### config.mk
export PLATFORM = sky130hd
export DESIGN_NAME = prog_loader
export DESIGN_NICKNAME = d
export VERILOG_FILES = /design/src/rtl/prog_loader.sv
export SDC_FILE = /design/constraint.sdc
export NUM_CORES = 1
export LEC_CHECK = 0
export ABC_AREA = 1
export ABC_CLOCK_PERIOD_IN_PS = 3000
export BUFFER_PORTS_ARGS = -buffer_cell sky130_fd_sc_hd__buf_2
export CORE_MARGIN = 2
export CORE_UTILIZATION = 62
export DETAILED_ROUTE_END_ITERATION = 12
export PLACE_DENSITY = 0.84
export SYNTH_ARGS = -nofsm -noshare
export SYNTH_HDL_FRONTEND = slang
export SYNTH_SLANG_ARGS = --single-unit
export TNS_END_PERCENT = 20
### constraint.sdc
create_clock -name i_clock -period 3 [get_ports i_clock]
set_clock_uncertainty 0.2 [all_clocks]
set_input_delay 0.45 -clock i_clock [delete_from_list [all_inputs] [get_ports i_clock]]
set_output_delay 0.45 -clock i_clock [all_outputs]
set_load 0.01 [all_outputs]
### src/rtl/prog_loader.sv
// prog_loader: receives a framed program image over a byte stream, packs three bytes per
// 18-bit instruction word and writes it to program RAM. Optional trailing checksum: PROG_LOADER_CHECKSUM_EN.
//
// state  | meaning
// -------+-------------------------------------------------------------
// S_IDLE | after reset; CPU free, waiting for i_start
// S_LENH | expecting high byte of word count
// S_LENL | expecting low byte of word count
// S_B0   | expecting word byte 0 (only bits [1:0] carry data)
// S_B1   | expecting word byte 1
// S_B2   | expecting word byte 2
// S_WR   | single-cycle RAM write of the packed word
// S_CHK  | expecting XOR checksum byte (checksum builds only)
// S_DONE | load succeeded; CPU released
// S_ERR  | load failed; CPU kept in hold
module prog_loader #(
  parameter int              ADDR_W    = 16,
  parameter logic [ADDR_W-1:0] BASE_ADDR = '0
) (
  input  logic              i_clock,
  input  logic              i_reset_n,
  input  logic              i_start,
  input  logic [7:0]        i_byte,
  input  logic              i_valid,
  output logic              o_ready,
  output logic [0:ADDR_W-1] o_wAddr,
  output logic [0:17]       o_wData,
  output logic              o_wEn,
  output logic              o_cpuHold,
  output logic              o_busy,
  output logic              o_done,
  output logic              o_error
);

  typedef enum logic [3:0] {
    S_IDLE,
    S_LENH,
    S_LENL,
    S_B0,
    S_B1,
    S_B2,
    S_WR,
`ifdef PROG_LOADER_CHECKSUM_EN
    S_CHK,
`endif
    S_DONE,
    S_ERR
  } stateT;

  // Where the machine goes once the last word (or an empty image) has been handled.
`ifdef PROG_LOADER_CHECKSUM_EN
  localparam stateT S_TAIL = S_CHK;
`else
  localparam stateT S_TAIL = S_DONE;
`endif

  stateT             stateQ, stateD;
  logic [ADDR_W-1:0] addrQ;
  logic [15:0]       remQ;
  logic [7:0]        lenHiQ;
  logic [1:0]        b0Q;
  logic [7:0]        b1Q;
  logic              take;
  logic              startOk;
`ifdef PROG_LOADER_CHECKSUM_EN
  logic [7:0]        csumQ;
`endif

  always_ff @(posedge i_clock) begin
    if (!i_reset_n) stateQ <= S_IDLE;
    else            stateQ <= stateD;
  end

  always_comb begin
    stateD    = stateQ;
    startOk   = 1'b0;
    o_ready   = 1'b0;
    o_wEn     = 1'b0;
    o_busy    = 1'b1;
    o_cpuHold = 1'b1;
    o_done    = 1'b0;
    o_error   = 1'b0;
    case (stateQ)
      S_IDLE: begin
        o_busy    = 1'b0;
        o_cpuHold = 1'b0;
        startOk   = i_start;
        if (i_start) stateD = S_LENH;
      end
      S_LENH: begin
        o_ready = 1'b1;
        if (i_valid) stateD = S_LENL;
      end
      S_LENL: begin
        o_ready = 1'b1;
        if (i_valid) stateD = ({lenHiQ, i_byte} == 16'd0) ? S_TAIL : S_B0;
      end
      S_B0: begin
        o_ready = 1'b1;
        if (i_valid) stateD = (i_byte[7:2] != 6'd0) ? S_ERR : S_B1;
      end
      S_B1: begin
        o_ready = 1'b1;
        if (i_valid) stateD = S_B2;
      end
      S_B2: begin
        o_ready = 1'b1;
        if (i_valid) stateD = S_WR;
      end
      S_WR: begin
        o_wEn  = 1'b1;
        stateD = (remQ == 16'd1) ? S_TAIL : S_B0;
      end
`ifdef PROG_LOADER_CHECKSUM_EN
      S_CHK: begin
        o_ready = 1'b1;
        if (i_valid) stateD = (i_byte == csumQ) ? S_DONE : S_ERR;
      end
`endif
      S_DONE: begin
        o_busy    = 1'b0;
        o_cpuHold = 1'b0;
        o_done    = 1'b1;
        startOk   = i_start;
        if (i_start) stateD = S_LENH;
      end
      S_ERR: begin
        o_busy  = 1'b0;
        o_error = 1'b1;
        startOk = i_start;
        if (i_start) stateD = S_LENH;
      end
      default: stateD = S_IDLE;
    endcase
  end

  assign take = i_valid & o_ready;

  always_ff @(posedge i_clock) begin
    if (!i_reset_n) begin
      addrQ   <= '0;
      remQ    <= '0;
      lenHiQ  <= '0;
      b0Q     <= '0;
      b1Q     <= '0;
      o_wAddr <= '0;
      o_wData <= '0;
`ifdef PROG_LOADER_CHECKSUM_EN
      csumQ   <= '0;
`endif
    end else begin
      if (startOk) addrQ <= BASE_ADDR;
`ifdef PROG_LOADER_CHECKSUM_EN
      if (startOk) csumQ <= '0;
      else if (take && stateQ != S_CHK) csumQ <= csumQ ^ i_byte;
`endif
      case (stateQ)
        S_LENH: if (take) lenHiQ <= i_byte;
        S_LENL: if (take) remQ <= {lenHiQ, i_byte};
        S_B0:   if (take) b0Q <= i_byte[1:0];
        S_B1:   if (take) b1Q <= i_byte;
        S_B2: begin
          // Write port is loaded here so it is valid throughout S_WR and holds afterwards.
          if (take) begin
            o_wAddr <= addrQ;
            o_wData <= {b0Q, b1Q, i_byte};
          end
        end
        S_WR: begin
          addrQ <= addrQ + ADDR_W'(1);
          remQ  <= remQ - 16'd1;
        end
        default: ;
      endcase
    end
  end

endmodule
### Word-level counts from Yosys, hierarchy flattened

Index checks and enable logic that the tools add are counted.

* $add $sub $neg: 2
* eq/ne operators: 16
* multiplexer cells: 21
* bitwise operators: 1
* reduce and logical (&&, ||, !) cells: 14

Operators by type and width (count)
* two-way mux 16 bit: 3
* case mux 16 bit (2 select lines): 1
* two-way mux 4 bit: 7
* case mux 4 bit (7 select lines): 1
* adder 16 x 1 -> 16 bit, second input constant: 1
* == test 16 x 1 -> 1 bit, second input constant: 1
* == test 4 x 3 -> 1 bit, second input constant: 4
* zero test 16 bit: 1
* subtractor 16 x 1 -> 16 bit, second input constant: 1
* != test 2 bit, second input constant: 6
* AND reduction 2 bit: 5
* == test 4 x 2 -> 1 bit, second input constant: 2
* two-way mux 1 bit: 7
* two-way mux 3 bit: 2
* AND reduction 6 bit: 1
* nonzero test 6 bit: 1
* OR reduction 5 bit: 1
* == test 4 x 1 -> 1 bit, second input constant: 1
* == test 4 bit, second input constant: 1
* zero test 4 bit: 1
* nonzero test 2 bit: 2
* OR reduction 3 bit: 1
* != test 2 x 1 -> 1 bit, second input constant: 1
* OR reduction 2 bit: 1
* AND 1 bit: 1

* bits in registers: 88
* input bits: 12
* output and inout bits: 40
* logic and storage cells: 62

### Logic depth before layout (Yosys ltp)

* word-level depth: 6
* depth in mapped cells: 10
* depth with buffers taken out: 10

### Worst setup path after synthesis

OpenSTA, ideal clock, no wires.

* kind: flip-flop to output port
* start point: register stateQ[2]
* end point: output o_wEn
* data arrival time: 997 ps
* data required time: 2350 ps
* setup slack: 1353 ps
* stages on the path, launching flop included: 5
* path buffers: 2
* cell sequence: dfxtp_1 > nand2_1 > nor2_4 > buf_4 > buf_4

* cells in the longest elaborated chain, start to end: 2

RTL lines
* from (decl): RTL line 57 `stateT stateQ, stateD;`
* from (signal assigned): RTL line 71 `else stateQ <= stateD;`
* == test 4 x 3 -> 1 bit: RTL line 83 `case (stateQ)`
* two-way mux 1 bit: RTL line 83
* to (decl): RTL line 28 `output logic o_wEn,`

No other way between the ends.

### Worst setup path after layout

* start point: register stateQ[3]
* end point: output o_wEn

Same word-level chain as after synthesis.

==> reports/qor.yml <==
slew_headroom_pct: 42.5
pin_count: 52
arrival_ns: 1.71
antenna_cells: 0
slew_violations: 0
grt_first_pass_wirelength_mm: 16.8
reg2regPathDepth: 8
final_layout_size_suffix_gt1_share_pct: 12.7
synth_fa_ha_area_share_pct: 0.904
end_kind: "output port"
root_buffer: "clkbuf_8"
maxCapViolCount: 0
wl_per_cell_um: 13.7
final_antenna_net_count: 0
via_count: 4111
fp-row-count: 29
clkSinkCount: 88
gp_congestion: 0.877
whs_ns: 0.208
ys_ff_latch: 88
cts_buffer_depth: 2
dr.pass1.iters: 7
dp_hpwl_mm: 7.01
ys_types: 29
drc: 0
hold_viol: 0
synthSimpleGateAreaFrac_pct: 30.0
crit_type: "reg2out"
synth_top_cell_area_share_pct: 42.4
start_util_pct: 64.6
die_area_um2: 7360
grt_antenna_before_repair: 0
clk_latency_ns: 0.35
syn-num-nets: 633
synth_top_family_by_area: "simple AND/OR/NAND/NOR gates"
worstMarginPinSlew_ns: 0.862
vdd_drop_max_uv: 400
final_cell_mix: "nand2_1 (138), nor2_1 (91), dfxtp_1 (88)"
setup_viol: 0
async_flop_share_pct: 0
nFillCells: 553
core_um2: 6420
post_cts_buffers: 0
syn2layout_area_growth_pct: 10.2
cts-hold-fix-buffers: 0
synthXorXnorAreaFrac_pct: 0.211
routed_wl_mm: 10.1
fin_crit_sh_pct: 78.6
via_per_inst: 5.57
drt_iter0_drc: 401
synth_flop_cell: "dfxtp_1"
syn_area_um2: 4150
seq_area_um2: 1760
synth_area_leaders: "dfxtp_1 (42%), nand2_1 (12%), nor2_1 (8.2%)"
grt_max_degree: 50
p_leak_nw: 2.03
multiInputGateArea_um2: 1990
chipWidth_um: 85.8
grt-ovfl-total: 0
mostFrequentLayoutCell: "nand2_1"
numCtsBuffers: 9
seq_area_frac_synth_pct: 42.4
synth.area.mux_share_pct: 0
dieHeight_um: 85.8
cts_resized: 0
holdPathStages: 3
grt_pass1_vias: 3647
clkTransAtPathRegs_ns: 0.08
worstPathMaxFanout: 26
crit_required_ns: 2.35
synth-compound-area-share_pct: 16.9
status: "completed"
syn-instance-count: 618
io_buffers: 51
power.total_mw: 2.85
rsz0062_at_grt: "no"
hold_class: "in2reg"
pwr_density_cell_nw_per_um2: 624
final_nets: 673
max_freq_mhz: 424
setup-tns-final_ns: 0
cts_max_level: 3
yosys_warnings: 0
cts_tree: "done"
syn_area_per_cell_um2: 6.72
post-route-min-period_ns: 2.36
yosysTopAreaCell: "dfxtp_1"
synth-edff-count: 0
worst_setup_path_start_kind: "flop"
track_usage_pct: 28.4
## metrics by stage
stage / utilization (%) / setup WS, ns / instances / cell area, um2
final: 71.2 / 0.642 / 738 / 4570
after global routing: 71.2 / 0.331 / 738 / 4570
after CTS: 71.2 / 0.662 / 738 / 4570
after detailed placement: 68.3 / 0.647 / 724 / 4390
after global placement: 68.3 / 0.820 / 724 / 4390
after floorplan: - / 1.35 / 618 / 4150
## routing by layer
layer	vias to the layer above	part of all wire, %	track usage (%)	wire [um]
li1	2065	-	-	-
met1	1867	45	39.3	4530
met2	163	46	44.3	4630
met3	16	7.3	6.54	731
met4	0	1.8	9.09	180
met5	-	0	0	0
## path summary, 6_finish.rpt
kind	start	end	slack, ns
setup / recovery	stateQ[3]	o_wEn	0.64
hold / removal	i_byte[7]	o_wData[10]	0.21
setup reg to reg	stateQ[2]	o_wAddr[4]	0.67
hold reg to reg	addrQ[14]	addrQ[14]	0.26
## cell families after synthesis
family | count (synthesis)
buffers and inverters | 95
flip-flops | 88
XOR/XNOR | 1
adder cells (fa/ha/maj) | 3
AO/OA/AOI/OAI | 136
AND/OR/NAND/NOR | 295
## worst max-delay path, stage by stage, from the launching register on
cell and delay (ns):
dfxtp_1 0.38, inv_1 0.08, nand2_1 0.12, nor2_4 0.53
buf_2 0.24
## sequential cells by signal, summed over array words and instances (netlist names)
name and cells:
addrQ 16, b0Q 2, b1Q 8, lenHiQ 8, o_wAddr 16, o_wData 18, remQ 16, stateQ 4
## synth_stat cells (4+ instances only)
cell type and n:
a21oi_1 63, buf_2 8, buf_4 4, clkbuf_1 10, dfxtp_1 88, inv_1 67
inv_2 4, nand2_1 138, nand2_2 4, nand3_1 43, nand4_1 5, nor2_1 91
nor2_2 4, o21ai_0 57, o21ai_1 7
## layout make-up
type	instances	area share, %
repair buffers	53	5.91
clock inverters	3	0.958
flip-flops and latches	88	38.5
multi-input cells	435	43.6
inverters	71	5.83
well taps	77	2.11
clock buffers	11	3.09
## where the power goes
part	switching (mW)	total, mW	internal (mW)	leakage, nW
combinational	0.528	0.771	0.243	1.22
sequential	0.0622	1.29	1.23	0.710
clock	0.391	0.790	0.399	0.0952
total	0.982	2.85	1.87	2.03
(Power assumes the default switching activity.)
